--- src/rtl/ssp_uart_host_arb.sv ---
// Round-robin arbiter that turns requests from two host masters (A, B) into single
// SSP register cycles on the ssp_uart slave port, returning read data with a one-cycle Ack.
module ssp_uart_host_arb #(
  parameter int HOLD_CYC = 2
) (
  input  logic        Clk,
  input  logic        Rst,
  input  logic        A_Req,
  input  logic        A_WnR,
  input  logic [2:0]  A_RA,
  input  logic [11:0] A_DI,
  output logic        A_Ack,
  input  logic        B_Req,
  input  logic        B_WnR,
  input  logic [2:0]  B_RA,
  input  logic [11:0] B_DI,
  output logic        B_Ack,
  output logic [11:0] Rsp_DO,
  output logic        Rsp_Err,
  output logic        Busy,
  output logic        Gnt_B,
  output logic        SSP_SSEL,
  output logic [2:0]  SSP_RA,
  output logic        SSP_WnR,
  output logic [11:0] SSP_DI,
  output logic        SSP_EOC,
  input  logic [11:0] SSP_DO
);

  localparam logic [2:0] IDLE  = 3'd0;
  localparam logic [2:0] SETUP = 3'd1;
  localparam logic [2:0] HOLD  = 3'd2;
  localparam logic [2:0] EOC   = 3'd3;
  localparam logic [2:0] ACK   = 3'd4;
  localparam logic [3:0] HOLD_LD = 4'(HOLD_CYC);

  logic [2:0]  r_state;
  logic [3:0]  r_cnt;
  logic        r_wnr;
  logic [2:0]  r_ra;
  logic [11:0] r_di;
  logic        r_gnt_b;
  logic        r_a_ack, r_b_ack, r_rsp_err, r_busy, r_ssel, r_ssp_wnr, r_eoc;
  logic [11:0] r_rsp_do, r_ssp_di;
  logic [2:0]  r_ssp_ra;

  logic [2:0]  w_nxt;
  logic        w_grant, w_gnt_b, w_wnr, w_err, w_bus;
  logic [2:0]  w_ra;
  logic [11:0] w_di;

  always_comb begin
    w_nxt   = r_state;
    w_grant = 1'b0;
    w_gnt_b = r_gnt_b;
    w_wnr   = r_wnr;
    w_ra    = r_ra;
    w_di    = r_di;
    w_err   = 1'b0;
    case (r_state)
      IDLE: begin
        if (A_Req || B_Req) begin
          w_grant = 1'b1;
          // The pointer holds the last winner, so on contention the other side goes next.
          w_gnt_b = (A_Req && B_Req) ? ~r_gnt_b : B_Req;
          w_wnr   = w_gnt_b ? B_WnR : A_WnR;
          w_ra    = w_gnt_b ? B_RA  : A_RA;
          w_di    = w_gnt_b ? B_DI  : A_DI;
          w_err   = (w_ra > 3'd4);
          w_nxt   = w_err ? ACK : SETUP;
        end
      end
      SETUP:   w_nxt = (HOLD_LD == 4'd0) ? EOC : HOLD;
      HOLD:    if (r_cnt == 4'd1) w_nxt = EOC;
      EOC:     w_nxt = ACK;
      ACK:     w_nxt = IDLE;
      default: w_nxt = IDLE;
    endcase
    w_bus = (w_nxt == SETUP) || (w_nxt == HOLD) || (w_nxt == EOC);
  end

  // Every output is computed from the next state so that it leaves a flop directly.
  always_ff @(posedge Clk or posedge Rst) begin
    if (Rst) begin
      r_state   <= IDLE;
      r_cnt     <= '0;
      r_wnr     <= 1'b0;
      r_ra      <= '0;
      r_di      <= '0;
      r_gnt_b   <= 1'b1;
      r_a_ack   <= 1'b0;
      r_b_ack   <= 1'b0;
      r_rsp_do  <= '0;
      r_rsp_err <= 1'b0;
      r_busy    <= 1'b0;
      r_ssel    <= 1'b0;
      r_ssp_ra  <= '0;
      r_ssp_wnr <= 1'b0;
      r_ssp_di  <= '0;
      r_eoc     <= 1'b0;
    end else begin
      r_state <= w_nxt;
      if (w_grant) begin
        r_wnr   <= w_wnr;
        r_ra    <= w_ra;
        r_di    <= w_di;
        r_gnt_b <= w_gnt_b;
      end
      if (r_state == SETUP)
        r_cnt <= HOLD_LD;
      else if ((r_state == HOLD) && (r_cnt != 4'd1))
        r_cnt <= r_cnt - 4'd1;
      r_a_ack   <= (w_nxt == ACK) && !w_gnt_b;
      r_b_ack   <= (w_nxt == ACK) && w_gnt_b;
      r_rsp_err <= w_err;
      // Read data is taken on the edge that closes the EOC cycle.
      r_rsp_do  <= ((r_state == EOC) && !r_wnr) ? SSP_DO : 12'd0;
      r_busy    <= (w_nxt != IDLE);
      r_ssel    <= w_bus;
      r_eoc     <= (w_nxt == EOC);
      r_ssp_ra  <= w_bus ? w_ra  : 3'd0;
      r_ssp_wnr <= w_bus ? w_wnr : 1'b0;
      r_ssp_di  <= w_bus ? w_di  : 12'd0;
    end
  end

  assign A_Ack    = r_a_ack;
  assign B_Ack    = r_b_ack;
  assign Rsp_DO   = r_rsp_do;
  assign Rsp_Err  = r_rsp_err;
  assign Busy     = r_busy;
  assign Gnt_B    = r_gnt_b;
  assign SSP_SSEL = r_ssel;
  assign SSP_RA   = r_ssp_ra;
  assign SSP_WnR  = r_ssp_wnr;
  assign SSP_DI   = r_ssp_di;
  assign SSP_EOC  = r_eoc;

endmodule

--- config.mk ---
export PLATFORM = sky130hd
export DESIGN_NAME = ssp_uart_host_arb
export DESIGN_NICKNAME = d
export VERILOG_FILES = /design/src/rtl/ssp_uart_host_arb.sv
export SDC_FILE = /design/constraint.sdc
export NUM_CORES = 1
export LEC_CHECK = 0
export BUFFER_PORTS_ARGS = -buffer_cell sky130_fd_sc_hd__clkbuf_2
export CAP_MARGIN = 30
export CORE_ASPECT_RATIO = 1.1
export CORE_MARGIN = 2
export CORE_UTILIZATION = 55
export CTS_BUF_LIST = sky130_fd_sc_hd__clkbuf_4 sky130_fd_sc_hd__clkbuf_8
export DETAILED_ROUTE_END_ITERATION = 10
export PLACE_DENSITY = 0.94
export SYNTH_ARGS = -nofsm -noshare
export SYNTH_HDL_FRONTEND = slang
export SYNTH_SLANG_ARGS = --single-unit
--- constraint.sdc ---
create_clock -name Clk -period 4.8 [get_ports Clk]
set_input_delay 1.2 -clock Clk [delete_from_list [all_inputs] [get_ports Clk]]
set_output_delay 1.2 -clock Clk [all_outputs]
set_load 0.005 [all_outputs]
# --- Yosys cells after proc, flatten, opt, wreduce, memory -nomap -nowiden ---
# Cells that the tools add are included.
word_totals:
  reg_bits: 58
  in_bits: 48
  out_inout_bits: 35
  wordCells: 67
op_classes:
  addsub: 1
  n_lt_le_gt_ge: 1
  eq_ne: 9
  mux: 26
  bitwise_logic: 1
  n_reduce_logical: 13
op_table:
  columns: ["op", "n"]
  rows:
  - ["$mux 12", 5]
  - ["$mux 3", 7]
  - ["$eq 3x2->1 const B", 4]
  - ["$pmux 3 s4", 1]
  - ["$mux 1", 11]
  - ["$mux 4", 2]
  - ["$eq 3x1->1 const B", 2]
  - ["$logic_and 1x1->1", 5]
  - ["$eq 4x1->1 const B", 1]
  - ["$ne 4x1->1 const B", 1]
  - ["$sub 4x1->4 const B", 1]
  - ["$eq 3x3->1 const B", 1]
  - ["$gt 3x3->1 const B", 1]
  - ["$logic_not 3->1", 1]
  - ["$logic_or 1x1->1", 3]
  - ["$reduce_bool 3->1", 1]
  - ["$logic_not 1->1", 2]
  - ["$reduce_bool 2->1", 1]
  - ["$not 1->1", 1]

# --- Longest topological paths before layout ---
# Gate-level depths: netlist (run 1).
depth:
  ltp_word: 11
  ltp_mapped: 7
  ltp_nobuf: 6

# --- Least setup slack after synthesis (run 1) ---
# Ideal clock, no wire load.
synth_timing:
  kind: "input port to flip-flop"
  startpoint: "input port B_Req"
  endpoint: "register r_busy (netlist: Busy)"
  setup_time_ns: 0.137
  arrival_time_ns: 2.238
  t_required_ns: 4.663
  path_slack_ns: 2.425
  cell_stages: 7
  n_path_buf: 3
  cell_sequence: "a21boi_2 buf_6 mux2i_1 o22a_1 buf_6 buf_6 nand2_1"
synth_via:
  elab_chain_cells: 8
  elab_cells_between_ends: 9
  classes_between: "order compare: 1; mux: 5; reduce/logical: 3"
synth_rtl:
  columns: ["item", "line_no", "source"]
  rows:
  - ["start, declared", "13", "input logic B_Req,"]
  - ["$logic_and 1x1->1", "65", "w_gnt_b = (A_Req && B_Req) ? ~r_gnt_b : B_Req;"]
  - ["$mux 1", "65", null]
  - ["$mux 3", "67", "w_ra = w_gnt_b ? B_RA : A_RA;"]
  - ["$gt 3x3->1", "69", "w_err = (w_ra > 3'd4);"]
  - ["$mux 3", "70", "w_nxt = w_err ? ACK : SETUP;"]
  - ["$mux 3 *", "62", "if (A_Req || B_Req) begin"]
  - ["$pmux 3 s4 *", "60", "case (r_state)"]
  - ["$reduce_bool 3->1 *", "118", "r_busy <= (w_nxt != IDLE);"]
  - ["end signal, assigned", "118", null]
  - ["end, declared", "43", "logic r_a_ack, r_b_ack, r_rsp_err, r_busy, r_ssel, r_ssp_wnr, r_eoc;"]
# Mark *: on every way between the ends. The rest lies on a longest branch, timed or not.
# A chain may end at the register's enable or synchronous reset.

# --- Worst setup path after layout (run 1) ---
layout_timing:
  startpoint: "input port B_Req"
  endpoint: "register r_ssp_ra[0] (netlist: SSP_RA[0])"
layout_via:
  elab_chain_cells: 11
  elab_cells_between_ends: 16
  classes_between: "order compare: 1; eq/ne: 3; mux: 8; reduce/logical: 4"
layout_rtl:
  columns: ["item", "line_no", "source"]
  rows:
  - ["$logic_and 1x1->1", "65", null]
  - ["$mux 1", "65", null]
  - ["$mux 3", "67", null]
  - ["$gt 3x3->1", "69", null]
  - ["$mux 3", "70", null]
  - ["$mux 3", "62", null]
  - ["$pmux 3 s4", "60", null]
  - ["$eq 3x1->1 or $eq 3x2->1 (tied branches)", "79", "w_bus = (w_nxt == SETUP) || (w_nxt == HOLD) || (w_nxt == EOC);"]
  - ["$logic_or 1x1->1 (2 in series)", "79", null]
  - ["$mux 3 *", "121", "r_ssp_ra <= w_bus ? w_ra : 3'd0;"]
  - ["end signal, assigned", "121", null]
  - ["end, declared", "45", "logic [2:0] r_ssp_ra;"]
# Marks and branches as above.

==> results of run 1 <==
==> area by class of cell <==
| class | count | area [um2] | area share |
|---|---|---|---|
| flip-flops and latches | 58 | 1450 | 0.493 |
| repair buffers | 84 | 425 | 0.144 |
| inverters | 5 | 18.8 | 0.00637 |
| well taps | 52 | 65.1 | 0.0221 |
| multi-input cells | 115 | 793 | 0.269 |
| clock buffers | 11 | 151 | 0.0514 |
| clock inverters | 3 | 40.0 | 0.0136 |
==> synthesized netlist by cell type (2+ instances only) <==
cell	n
a211oi_1	8
buf_6	3
clkbuf_1	2
mux2i_1	17
o21ai_0	3
a21oi_1	17
ha_1	2
xnor2_1	2
nand4_1	2
dfrtp_1	57
nor2_1	25
and2_1	13
a211oi_2	8
xor2_1	2
nand2_1	2
inv_1	5
buf_2	6
==> sequential cells by signal, indices dropped and copies added, names as in the netlist <==
signal / cells
Busy: 1
Gnt_B: 1
B_Ack: 1
r_state: 3
A_Ack: 1
SSP_DI: 12
SSP_RA: 3
SSP_EOC: 1
Rsp_DO: 12
r_ra: 3
r_wnr: 1
SSP_SSEL: 1
r_di: 12
r_cnt: 4
SSP_WnR: 1
Rsp_Err: 1
==> worst max-delay path by stage <==
| stage | startpoint | endpoint | slack (ns) | depth (start not counted) |
|---|---|---|---|---|
| final | B_Req | SSP_RA[0]$_DFF_PP0_ | 1.90 | 6 |
| after global routing | B_Req | SSP_RA[0]$_DFF_PP0_ | 1.78 | 6 |
| after CTS | B_Req | SSP_RA[0]$_DFF_PP0_ | 1.90 | 6 |
| after detailed placement | B_Req | SSP_DI[1]$_DFF_PP0_ | 1.57 | 6 |
| after global placement | B_Req | SSP_DI[0]$_DFF_PP0_ | 1.73 | 6 |
| after floorplan | Rst | A_Ack$_DFF_PP0_ | 2.17 | 1 |
==> worst max-delay path, delay by kind of cell <==
family | cells | cell delay, ns
buffers and inverters | 2 | 0.43
multiplexers | 1 | 0.37
AO/OA/AOI/OAI | 3 | 1.05
==> through the flow <==
step	cells	total power, W	setup WS, ns	util	hold WS (ns)
finish	328	0.00188	1.90	0.732	0.531
global route	328	0.00200	1.78	0.732	0.554
CTS	328	0.00189	1.90	0.732	0.533
detailed placement	314	0.00144	1.57	0.685	0.509
global placement	314	0.00140	1.73	0.685	0.495
floorplan	189	0.00127	2.17	-	0.481
==> metal layers <==
metal  GRT usage  up-vias
met5           0        -
met3      0.0775       15
li1            -      823
met2       0.380       72
met4      0.0975        0
met1       0.272      808
==> power by group through the flow <==
stage / logic, W / registers (W) / clock network (W)
after floorplan: 0.000507 / 0.000758 / 0
after global placement: 0.000632 / 0.000766 / 0
after detailed placement: 0.000668 / 0.000775 / 0
after CTS: 0.000681 / 0.000771 / 0.000439
after global routing: 0.000749 / 0.000790 / 0.000465
final: 0.000673 / 0.000771 / 0.000436
==> cells by family after synthesis <==
logic type      after synthesis  share of synthesized area
flops                        58                      0.622
simple gates                 49                      0.105
compound gates               43                      0.136
mux                          17                     0.0729
buf+inv                      16                     0.0386
xor+xnor                      4                     0.0150
fa+ha+maj                     2                     0.0107
==> impl_results.md, run 1 <==
- Antenna viol nets, final: 0
- Fin. Hold Viols: 0
- DR vias: 1,718
- Initial Utilization: 0.580
- Min cycle time layout: 2.90 ns
- Fill count: 280
- Switching share of power: 0.356
- CTS Buffer Depth: 2
- Crit end category: flip-flop
- Mapped Area: 0.00233 mm2
- IO Count: 83
- HPWL after detailed placement: 3.43 mm
- Dpl cell area: 0.00276 mm2
- Ys async rst share: 1.00
- Worst path cell trace: clkbuf_2 > a21boi_2 > buf_4 > mux2i_1 > o22a_1 > a211oi_1
- Final setup fails: 0
- Pleak: 1.50 nW
- Worst Max-Slew Pin Slew: 0.914 ns
- Root Driver: clkbuf_8
- Vias in the first global route: 1,751
- Post-Route WL: 5.02 mm
- F_max: 0.345 GHz
- Met2 Wirelength: 2.60 mm
- Syn Area/Cell: 12.4 um2
- Crit path DAT: 3.05 ns
- Pre-antenna DRT Iters: 4
- Max-cap viol count: 0
- Post-Syn Instances: 189
- Relative slew slack: 0.391
- Antenna diodes: 0
- Setup TNS: 0 ns
- Max incr delay on CP: 0.74 ns
- Post-synth EDFFs: 0
- PortBufs: 82
- Total grt overflow: 0
- TritonCTS clock tree: built
- Layout cells sized above 1: 0.406
- # DRC: 0
- Worst Hold End: r_di[7]$_DFFE_PP0P_
- Die area: 0.00478 mm2
- Via-to-Cell Ratio: 5.24
- Yosys reg bits: 58
- Synth top area share: 0.611
- Crit path launch type: input port
- Nets: 323
- Worst IR Drop VDD: 0.000401 V
- Met3 WL: 336 um
- WL/cell: 15.3 um
- Layout overhead on the synthesized area: 26.2%
- Seq pwr share: 0.410
- Post-CTS setup buffers: 0
- H-tree depth: 3
- DR top layer: met4
- Dominant cells by area after synthesis: dfrtp_1 61%, mux2i_1 7.3%, a211oi_2 4.3%
- GPL Wtd Cong: 0.781
- Warnings from Yosys: 0
- Chip height: 72.3 um
- Cell area after layout: 0.00295 mm2
- CTS sink cnt: 58
- Distinct cells, synth: 32
- Max Clock Skew: 0.00563 ns
- Max-slew violations: 0
- CP Max Fanout: 18
- Final worst-path cycle share: 0.604
- Power Dens Cells: 638 mW/mm2
- Net count after synthesis: 239
- Iteration-0 DRC count of the detailed router: 78
- R2r setup slk: 2.51 ns
- Die width: 66.1 um
- Num CTS Buffers: 9
- Aggregate global-route resource usage: 0.229
- RSZ-0062 raised after global routing: false
- Commonest non-fill, non-tap cell in the layout: clkbuf_2
- Worst-Skew Late Latency: 0.33 ns
- Clk pwr share: 0.232
- Hold crit path type: reg2reg
- Largest area contributor in the netlist: dfrtp_1
- Core area: 0.00402 mm2
- Critical-path cell with the highest stage delay: o22a_1
- First-pass GRT wire length: 7.98 mm
- Critical setup path kind: in2reg
- Crit Reg-Reg Startpoint: r_state[1]$_DFF_PP0_
- Capturing point of the worst reg2reg path: B_Ack$_DFF_PP0_
- Hold path depth: 2
- Initial antenna violation count: 0
- R2R depth: 4
- Post-cts sizing count: 0
- Most frequent cells in the layout: 82 x clkbuf_2, 57 x dfrtp_1, 25 x nor2_1, 17 x mux2i_1, 17 x a21oi_1
- Combinational power share: 0.358
- Rows: 24
- Cts hold-fix bufs: 0
- Worst Path Required: 4.95 ns
- Main flop type after synthesis: dfrtp_1
- Largest net degree at the start of global routing: 59
- Hold Path Origin: r_di[7]$_DFFE_PP0P_
- Internal power: 0.00121 W
- Status: complete, no violations
- Worst-path clk slew: 0.06 ns
- NetSw: 0.000670 W
- Post-Route M1 WL: 1.94 mm
- Sequential element share of the synthesized area: 0.622
Power figures use the tool's default switching activity.
==> run 2, diff against run 1 <==
--- a/config.mk
+++ b/config.mk
@@ -9,10 +9,10 @@
 export CAP_MARGIN = 30
 export CORE_ASPECT_RATIO = 1.1
 export CORE_MARGIN = 2
-export CORE_UTILIZATION = 55
+export CORE_UTILIZATION = 46
 export CTS_BUF_LIST = sky130_fd_sc_hd__clkbuf_4 sky130_fd_sc_hd__clkbuf_8
 export DETAILED_ROUTE_END_ITERATION = 10
-export PLACE_DENSITY = 0.94
+export PLACE_DENSITY = 0.85
 export SYNTH_ARGS = -nofsm -noshare
 export SYNTH_HDL_FRONTEND = slang
 export SYNTH_SLANG_ARGS = --single-unit
==> constraint.sdc (replaced) <==
create_clock -name Clk -period 2.4 [get_ports Clk]
set_input_delay 0.6 -clock Clk [delete_from_list [all_inputs] [get_ports Clk]]
set_output_delay 0.6 -clock Clk [all_outputs]
set_load 0.005 [all_outputs]
==> run 2 against run 1 <==
Net effect:
- clock-buffer cell count down 1
- via count down 1.9%
- die area up 18%
- combinational power up 100%
- clock power up 74%
- critical path depth down 1
- global-route usage down 6.0 points
- sequential share of layout area down 0.44 points
- critical path type is now reg2reg
- critical endpoint is now SSP_RA[2]$_DFF_PP0_
==> impl_results.md, run 2 (same netlist as run 1, synthesis figures left out) <==
- Placed Cells: 322 (+2.5%)
- Crit path DAT: 2.08 ns (-0.97 ns)
- CP delay by family, top: compound AO/OA/AOI/OAI gates
- # DRC: 0 (unchanged)
- Fin. Hold Viols: 0 (unchanged)
- CP Max Fanout: 33 (+15)
- GPL Wtd Cong: 0.732 (-6.2%)
- Relative slew slack: 0.641 (+0.250)
- Rows: 27 (+13%)
- Nets: 325 (+0.62%)
- Post-CTS setup buffers: 0 (unchanged)
- Sequential cell area: 0.00145 mm2 (unchanged)
- Worst Max-Slew Pin Slew: 0.537 ns (-0.376 ns)
- Setup TNS: 0 ns (unchanged)
- Vias in the first global route: 1,562 (-11%)
- HPWL after detailed placement: 3.18 mm (-7.5%)
- Power Dens Cells: 1230 mW/mm2 (+92%)
- Min cycle time layout: 1.85 ns
- Die width: 71.9 um (+8.8%)
- CTS Buffer Depth: 2 (unchanged)
- CTS sink cnt: 58 (unchanged)
- RSZ-0062 raised after global routing: false
- Root Driver: clkbuf_8
- PortBufs: 82 (unchanged)
- First-pass GRT wire length: 7.02 mm (-12%)
- WL/cell: 13.2 um (-14%)
- Worst path cell trace: nor3_2 > o21a_2 > buf_12 > nor2_1 > a211oi_1
- Worst-Skew Late Latency: 0.34 ns (about the same)
- Final hold slack: 0.299 ns (-0.232 ns)
- Pre-antenna DRT Iters: 4 (unchanged)
- TritonCTS clock tree: built
- Post-cts sizing count: 0 (unchanged)
- Final setup fails: 0 (unchanged)
- Crit end category: flip-flop
- Total grt overflow: 0 (unchanged)
- DR vias: 1,686 (-1.9%)
- Crit Reg-Reg Startpoint: r_state[1]$_DFF_PP0_
- Die area: 0.00566 mm2 (+18%)
- Num CTS Buffers: 9 (unchanged)
- Critical-path cell with the highest stage delay: dfrtp_1
- Critical setup path kind: reg2reg
- Capturing point of the worst reg2reg path: SSP_RA[2]$_DFF_PP0_
- R2r setup slk: 0.55 ns (-1.96 ns)
- Worst-path clk slew: 0.06 ns (about the same)
- H-tree depth: 3 (unchanged)
- Aggregate global-route resource usage: 0.169 (-0.0598)
- Initial antenna violation count: 0 (unchanged)
- Final worst-path cycle share: 0.773
- Antenna viol nets, final: 0 (unchanged)
- Via-to-Cell Ratio: 4.99 (-4.8%)
- Antenna diodes: 0 (unchanged)
- Worst Path Required: 2.63 ns (-2.32 ns)
- Worst IR Drop VDD: 0.000621 V (+55%)
- Most frequent cells in the layout: 82 x clkbuf_2, 57 x dfrtp_1, 25 x nor2_1, 17 x mux2i_1, 17 x a21oi_1
- Non-filler instance count after layout: 338 (+3.0%)
- Max-slew violations: 0 (unchanged)
- Initial Utilization: 0.470 (-0.110)
- Max Clock Skew: 0.00576 ns (+0.000134 ns)
- Max incr delay on CP: 0.47 ns (-0.27 ns)
- Pleak: 1.51 nW (+0.59%)
- Fill count: 403 (+44%)
- IO Count: 83 (unchanged)
- Largest net degree at the start of global routing: 59 (unchanged)
- Commonest non-fill, non-tap cell in the layout: clkbuf_2
- R2R depth: 5 (+1)
- Core area: 0.00497 mm2 (+23%)
- Layout cells sized above 1: 0.414 (+0.00849)
- Chip height: 78.7 um (+8.8%)
- Hold crit path type: in2async
- F_max: 0.539 GHz
- Crit path launch type: flip-flop
- Max-cap viol count: 0 (unchanged)
- Cts hold-fix bufs: 0 (unchanged)
- Total chip power: 0.00365 W (+94%)
- Iteration-0 DRC count of the detailed router: 92 (+18%)
- Status: complete, no violations
- Buffers plus inverters on the worst setup path: 1 (-1)
- Layout overhead on the synthesized area: 27.3%
- Multi-input gate area: 793 um2 (unchanged)
- Post-Route WL: 4.46 mm (-11%)
## run 2: cell count changes in the layout (fill, tap and decap cells not counted)
cell        before  now
clkinvlp_4       0    1
buf_12           0    2
clkinv_2         2    5
clkbuf_8        11   10
bufinv_16        1    0
## run 2: power by group
part           total [W]  leakage [nW]  internal (W)  switching (W)
Combinational    0.00137         0.695      0.000588       0.000778
Sequential       0.00152         0.723       0.00136       0.000162
Clock           0.000760        0.0916      0.000392       0.000369
## run 2: stage by stage
stage,worst slack (ns),area [um2],utilization
3_5_place_dp,0.495,2800,0.564
5_1_grt,0.371,2970,0.599
4_1_cts,0.534,2970,0.599
3_3_place_gp,0.553,2800,0.564
2_1_floorplan,0.374,2330,-
6_report,0.545,2970,0.599
## run 2: how the worst max path moves through the flow
stage,start,to,slack (ns),depth (start not counted)
final,r_state[1]$_DFF_PP0_,SSP_RA[2]$_DFF_PP0_,0.55,5
after global placement,B_Req,Busy$_DFF_PP0_,0.55,6
after detailed placement,B_Req,SSP_RA[2]$_DFF_PP0_,0.50,6
after global routing,r_state[1]$_DFF_PP0_,SSP_RA[2]$_DFF_PP0_,0.37,5
after CTS,r_state[1]$_DFF_PP0_,SSP_RA[2]$_DFF_PP0_,0.53,5
after floorplan,Rst,A_Ack$_DFF_PP0_,0.37,1
## run 2: worst reg2reg max path: stages (launching register included)
cell and delay [ns]:
dfrtp_1 0.47, nor3_2 0.30, o21a_2 0.41, buf_12 0.24, nor2_1 0.07, a211oi_1 0.26
## run 2: cell type report
cell class,instances,area share
clock buffer,10,0.0463
clock inverter,6,0.0109
inverter,5,0.00631
multi-input combinational,115,0.267
sequential,58,0.489
tap,58,0.0244
timing repair buffer,86,0.157
## run 2: per-layer routing
layer | track usage | wire, um
met2 | 0.264 | 2190
met4 | 0.0962 | 46
met5 | 0 | 0
met3 | 0.0533 | 323
met1 | 0.207 | 1900
